$ cat src/rtl/ram_arbiter.sv
// Arbitrates one single-port synchronous RAM between the CPU bus and the VDP fetch port.
// VDP wins contention until the starvation guard forces a CPU grant; reads return via a tagged 2-stage pipe.
module ram_arbiter #(
  parameter int ADDR_W        = 16,
  parameter int DATA_W        = 8,
  parameter int VDP_BURST_MAX = 4
) (
  input  logic              clk,
  input  logic              reset,
  input  logic              cpu_req,
  input  logic              cpu_we,
  input  logic [ADDR_W-1:0] cpu_addr,
  input  logic [DATA_W-1:0] cpu_wdata,
  output logic              cpu_ack,
  output logic [DATA_W-1:0] cpu_rdata,
  output logic              cpu_rvalid,
  input  logic              vdp_req,
  input  logic [ADDR_W-1:0] vdp_addr,
  output logic              vdp_ack,
  output logic [DATA_W-1:0] vdp_rdata,
  output logic              vdp_rvalid,
  output logic [ADDR_W-1:0] mem_addr,
  output logic [DATA_W-1:0] mem_wdata,
  output logic              mem_we,
  input  logic [DATA_W-1:0] mem_rdata
);

  // Handshake: a request is held with its address/data until ack; ack is combinational
  // and means the access is issued to the RAM at the end of this same cycle.

  localparam logic [3:0] BURST_MAX = 4'(VDP_BURST_MAX);

  logic [3:0] starve_cnt;
  logic       grant_cpu;
  logic       grant_vdp;
  logic       s1_valid;
  logic       s1_owner;   // 1 = VDP, 0 = CPU

  always_comb begin
    grant_cpu = 1'b0;
    grant_vdp = 1'b0;
    mem_addr  = '0;
    mem_wdata = '0;
    mem_we    = 1'b0;
    if (!reset) begin
      if (cpu_req && (!vdp_req || starve_cnt == BURST_MAX)) begin
        grant_cpu = 1'b1;
      end else if (vdp_req) begin
        grant_vdp = 1'b1;
      end
    end
    if (grant_cpu) begin
      mem_addr  = cpu_addr;
      mem_wdata = cpu_wdata;
      mem_we    = cpu_we;
    end else if (grant_vdp) begin
      mem_addr  = vdp_addr;
    end
  end

  assign cpu_ack = grant_cpu;
  assign vdp_ack = grant_vdp;

  // Counts contended cycles lost by the CPU; any gap in cpu_req forgives the debt.
  always_ff @(posedge clk or posedge reset) begin
    if (reset) begin
      starve_cnt <= '0;
    end else if (!cpu_req || grant_cpu) begin
      starve_cnt <= '0;
    end else if (grant_vdp && starve_cnt != BURST_MAX) begin
      starve_cnt <= starve_cnt + 4'd1;
    end
  end

  always_ff @(posedge clk or posedge reset) begin
    if (reset) begin
      s1_valid   <= 1'b0;
      s1_owner   <= 1'b0;
      cpu_rvalid <= 1'b0;
      vdp_rvalid <= 1'b0;
      cpu_rdata  <= '0;
      vdp_rdata  <= '0;
    end else begin
      s1_valid   <= (grant_cpu && !cpu_we) || grant_vdp;
      s1_owner   <= grant_vdp;
      cpu_rvalid <= s1_valid && !s1_owner;
      vdp_rvalid <= s1_valid && s1_owner;
      if (s1_valid && !s1_owner) cpu_rdata <= mem_rdata;
      if (s1_valid && s1_owner)  vdp_rdata <= mem_rdata;
    end
  end

endmodule

$ cat config.mk
export PLATFORM = sky130hd
export DESIGN_NAME = ram_arbiter
export DESIGN_NICKNAME = d
export VERILOG_FILES = /design/src/rtl/ram_arbiter.sv
export SDC_FILE = /design/constraint.sdc
export NUM_CORES = 1
export LEC_CHECK = 0
export ABC_AREA = 1
export CAP_MARGIN = 30
export CELL_PAD_IN_SITES_DETAIL_PLACEMENT = 0
export CELL_PAD_IN_SITES_GLOBAL_PLACEMENT = 2
export CORE_ASPECT_RATIO = 1.25
export CORE_MARGIN = 2
export CORE_UTILIZATION = 18
export CTS_CLUSTER_DIAMETER = 120
export CTS_CLUSTER_SIZE = 30
export DETAILED_ROUTE_END_ITERATION = 10
export PLACE_DENSITY = 0.9
export SETUP_SLACK_MARGIN = 0.2
export SKIP_LAST_GASP = 1
export SYNTH_ARGS = -nofsm -noshare
export SYNTH_HDL_FRONTEND = slang
export SYNTH_SLANG_ARGS = --single-unit
export TNS_END_PERCENT = 10
$ cat constraint.sdc
create_clock -name clk -period 2.4 [get_ports clk]
set_input_delay 0.72 -clock clk [delete_from_list [all_inputs] [get_ports clk]]
set_output_delay 0.72 -clock clk [all_outputs]
set_load 0.05 [all_outputs]
==> results.cfg <==
[routing]
drt-total-wl_mm = 4.89
wire_per_inst_um = 12.3
drt_iter0_markers = 48
viasPerCell = 4.22
drc_errors = 0
dr.pass1.iters = 4
postRouteAntennaNets = 0
via_count = 1683

[timing]
slew_viol_final = 0
clock_skew_ps = 4.53
final_hold_viol_count = 0
min_period_ps = 2430
whs_ps = 444
final.period_utilization_pct = 101
rsz0062_at_grt = yes
fmax_mhz = 411
setup_viol = 13
max_slew_margin_pct = 66.0
postLayoutSetupSlackWorst_ps = -31.6
worst-slew-pin-transition_ps = 509

[layout]
layout.nets = 361
drive_gt1_share_pct = 33.6
syn_to_final_growth_pct = 119
seqCellArea_um2 = 601
fin_cells = 399
n_antenna_cell = 0
fillers = 803
multi_input_area_um2 = 821
post-route-util_pct = 40.9

[grt]
grt_pass1_wl_mm = 7.99
grt_max_degree = 28
grt_pass1_vias = 1678
antenna_found_initial = 0
gr-total-overflow = 0
grtUsageTotal_pct = 10.8

[logic_synthesis]
synthTopCellsByCount = 44 x nand2_1, 28 x inv_1, 24 x dfrtp_1, 18 x nand4_1, 18 x o21ai_0
ys_seq_area_share_pct = 40.9
syn-cell-area_mm2 = 0.00147
synth_ff_type = dfrtp_1
syn_nets = 242
async_flop_share_pct = 100
ys_types = 20
synth_edf_count = 0
synthTopCellsByArea = dfrtp_1 41%, nand2_1 11%, nand3_2 8.2%
yosysWarnings = 0
synth.top_cell.area_share_pct = 40.9
avgSynthCellArea_um2 = 7.85
synth.most_common_cell = nand2_1
synthCells = 187
synth-seq-cells = 24
yosys.area.top_type = dfrtp_1

[worst_setup_path]
r2r_end = starve_cnt[3]
critical_path_arrival_ps = 1710
worstRegToRegCells = 8
crit_fanout = 8
crit_type = in -> out
startpoint_type = input port
reg2reg_slack_ps = 1060
r2r_start = starve_cnt[0]
cp-end-kind = output port
cp_data_required_time_ps = 1680

[die]
die_w_um = 84.8
core_mm2 = 0.00784
die_h_um = 105
dieArea_mm2 = 0.00890
rows = 36
pin_count = 98
start_util_pct = 18.7

[clock_network]
clock-sinks = 24
ctsHoldBuffers = 0
clk_pin_slew_ps = 80
cts_max_level = 1
root_buffer = clkbuf_8
cts_made_buffers = 3
clk_latency_ps = 260
clk_path_buf_depth = 2
cts_tree = done

[outcome]
violations = setup timing
outcome = finished with violations

[place]
port_buffers = 97
dp_cells = 384
gp_congestion = 0.716
dp_hpwl_mm = 3.78

[min_path]
hp-start = s1_owner
whs_endpoint = cpu_rvalid
hold_depth = 1
hold_class = reg -> reg

[pwr]
vdd_drop_max_mv = 0.354
power_density_mw_per_mm2 = 490
p_leak_nw = 1.44

[flow_run]
cap_violations = 0
what timing repair did:
action / CTS / global route
pin swaps: 9 / 2
gates cloned: 2 / 0
endpoints found under the setup margin: 27 / 28
gates resized for setup: 31 / 0
setup buffers: 7 / 3
power breakdown:
| group | total, mW | switching, mW | internal [mW] |
|---|---|---|---|
| Combinational | 0.837 | 0.488 | 0.349 |
| Clock | 0.229 | 0.117 | 0.112 |
| Sequential | 0.508 | 0.0355 | 0.472 |
area by class of cell:
class / instances / area share, %
Sequential cell: 24 / 18.7
Timing Repair Buffer: 124 / 47.3
Clock buffer: 3 / 1.29
Inverter: 29 / 3.39
Tap cell: 95 / 3.70
Multi-Input combinational cell: 124 / 25.6
logic make-up (layout without fill, tap and decap cells):
family	count (synthesis)	in the layout	share of synthesized area, %
and+or+nand+nor	101	102	38.1
AOI/OAI and AO/OA	20	20	6.82
DFF	24	24	40.9
adders and majority gates	2	2	1.70
buffers and inverters	40	156	12.4
metal layers:
| metal | share of wire, % | global-route usage, % |
|---|---|---|
| met1 | 38 | 12.8 |
| met2 | 52 | 18.9 |
| met3 | 8.6 | 3.00 |
| met4 | 1.6 | 2.95 |
| met5 | 0 | 0 |
through the flow:
stage               cell area [µm²]  setup slack [ps]  power (mW)  TNS (ps)
global placement               2940              -322        1.31     -7450
finish                         3210             -31.6        1.57      -281
floorplan                      1500               139       0.952         0
detailed placement             2940              -341        1.32     -7820
CTS                            3190             -34.8        1.59      -393
global route                   3210             -75.3        1.65     -1320
worst max-delay path: stages:
cell and delay [ps]:
dlygate4sd2_1 240, buf_6 130, buf_4 160, nand2_4 140, nand3_2 90, nand2_2 90
buf_12 130
cell usage in the layout (no fill, tap or decap):
master / instances
buf_4: 19
o21ai_1: 1
buf_12: 31
inv_2: 4
nand2_8: 2
nand3_4: 2
buf_16: 1
nand4_1: 18
ha_1: 1
dlygate4sd2_1: 1
or2_1: 1
o21ai_0: 18
nand3_2: 10
nor2_4: 10
ha_4: 1
dfrtp_1: 24
clkdlybuf4s15_1: 1
a21oi_1: 1
nand2_2: 14
nand2_1: 30
clkdlybuf4s50_1: 67
buf_2: 1
buf_6: 3
inv_1: 25
clkbuf_8: 3
nor2_1: 4
nand2_4: 1
nand3_1: 10
flip-flops by register name, summed over array words and instances (netlist names):
| signal | cells |
|---|---|
| s1_owner | 1 |
| cpu_rdata | 8 |
| vdp_rvalid | 1 |
| starve_cnt | 4 |
| s1_valid | 1 |
| cpu_rvalid | 1 |
| vdp_rdata | 8 |
worst max path at each step:
stage             startpoint      endpoint  slack, ps  cells after the start
2_1_floorplan        cpu_req  mem_wdata[0]        140                      4
3_3_place_gp         vdp_req  mem_addr[12]       -320                      7
5_1_grt        starve_cnt[0]  mem_wdata[7]        -80                      8
4_1_cts        starve_cnt[0]  mem_wdata[7]        -30                      8
3_5_place_dp         vdp_req       vdp_ack       -340                      7
6_report             cpu_req  mem_addr[10]        -30                      7
(Power assumes the default switching activity.)
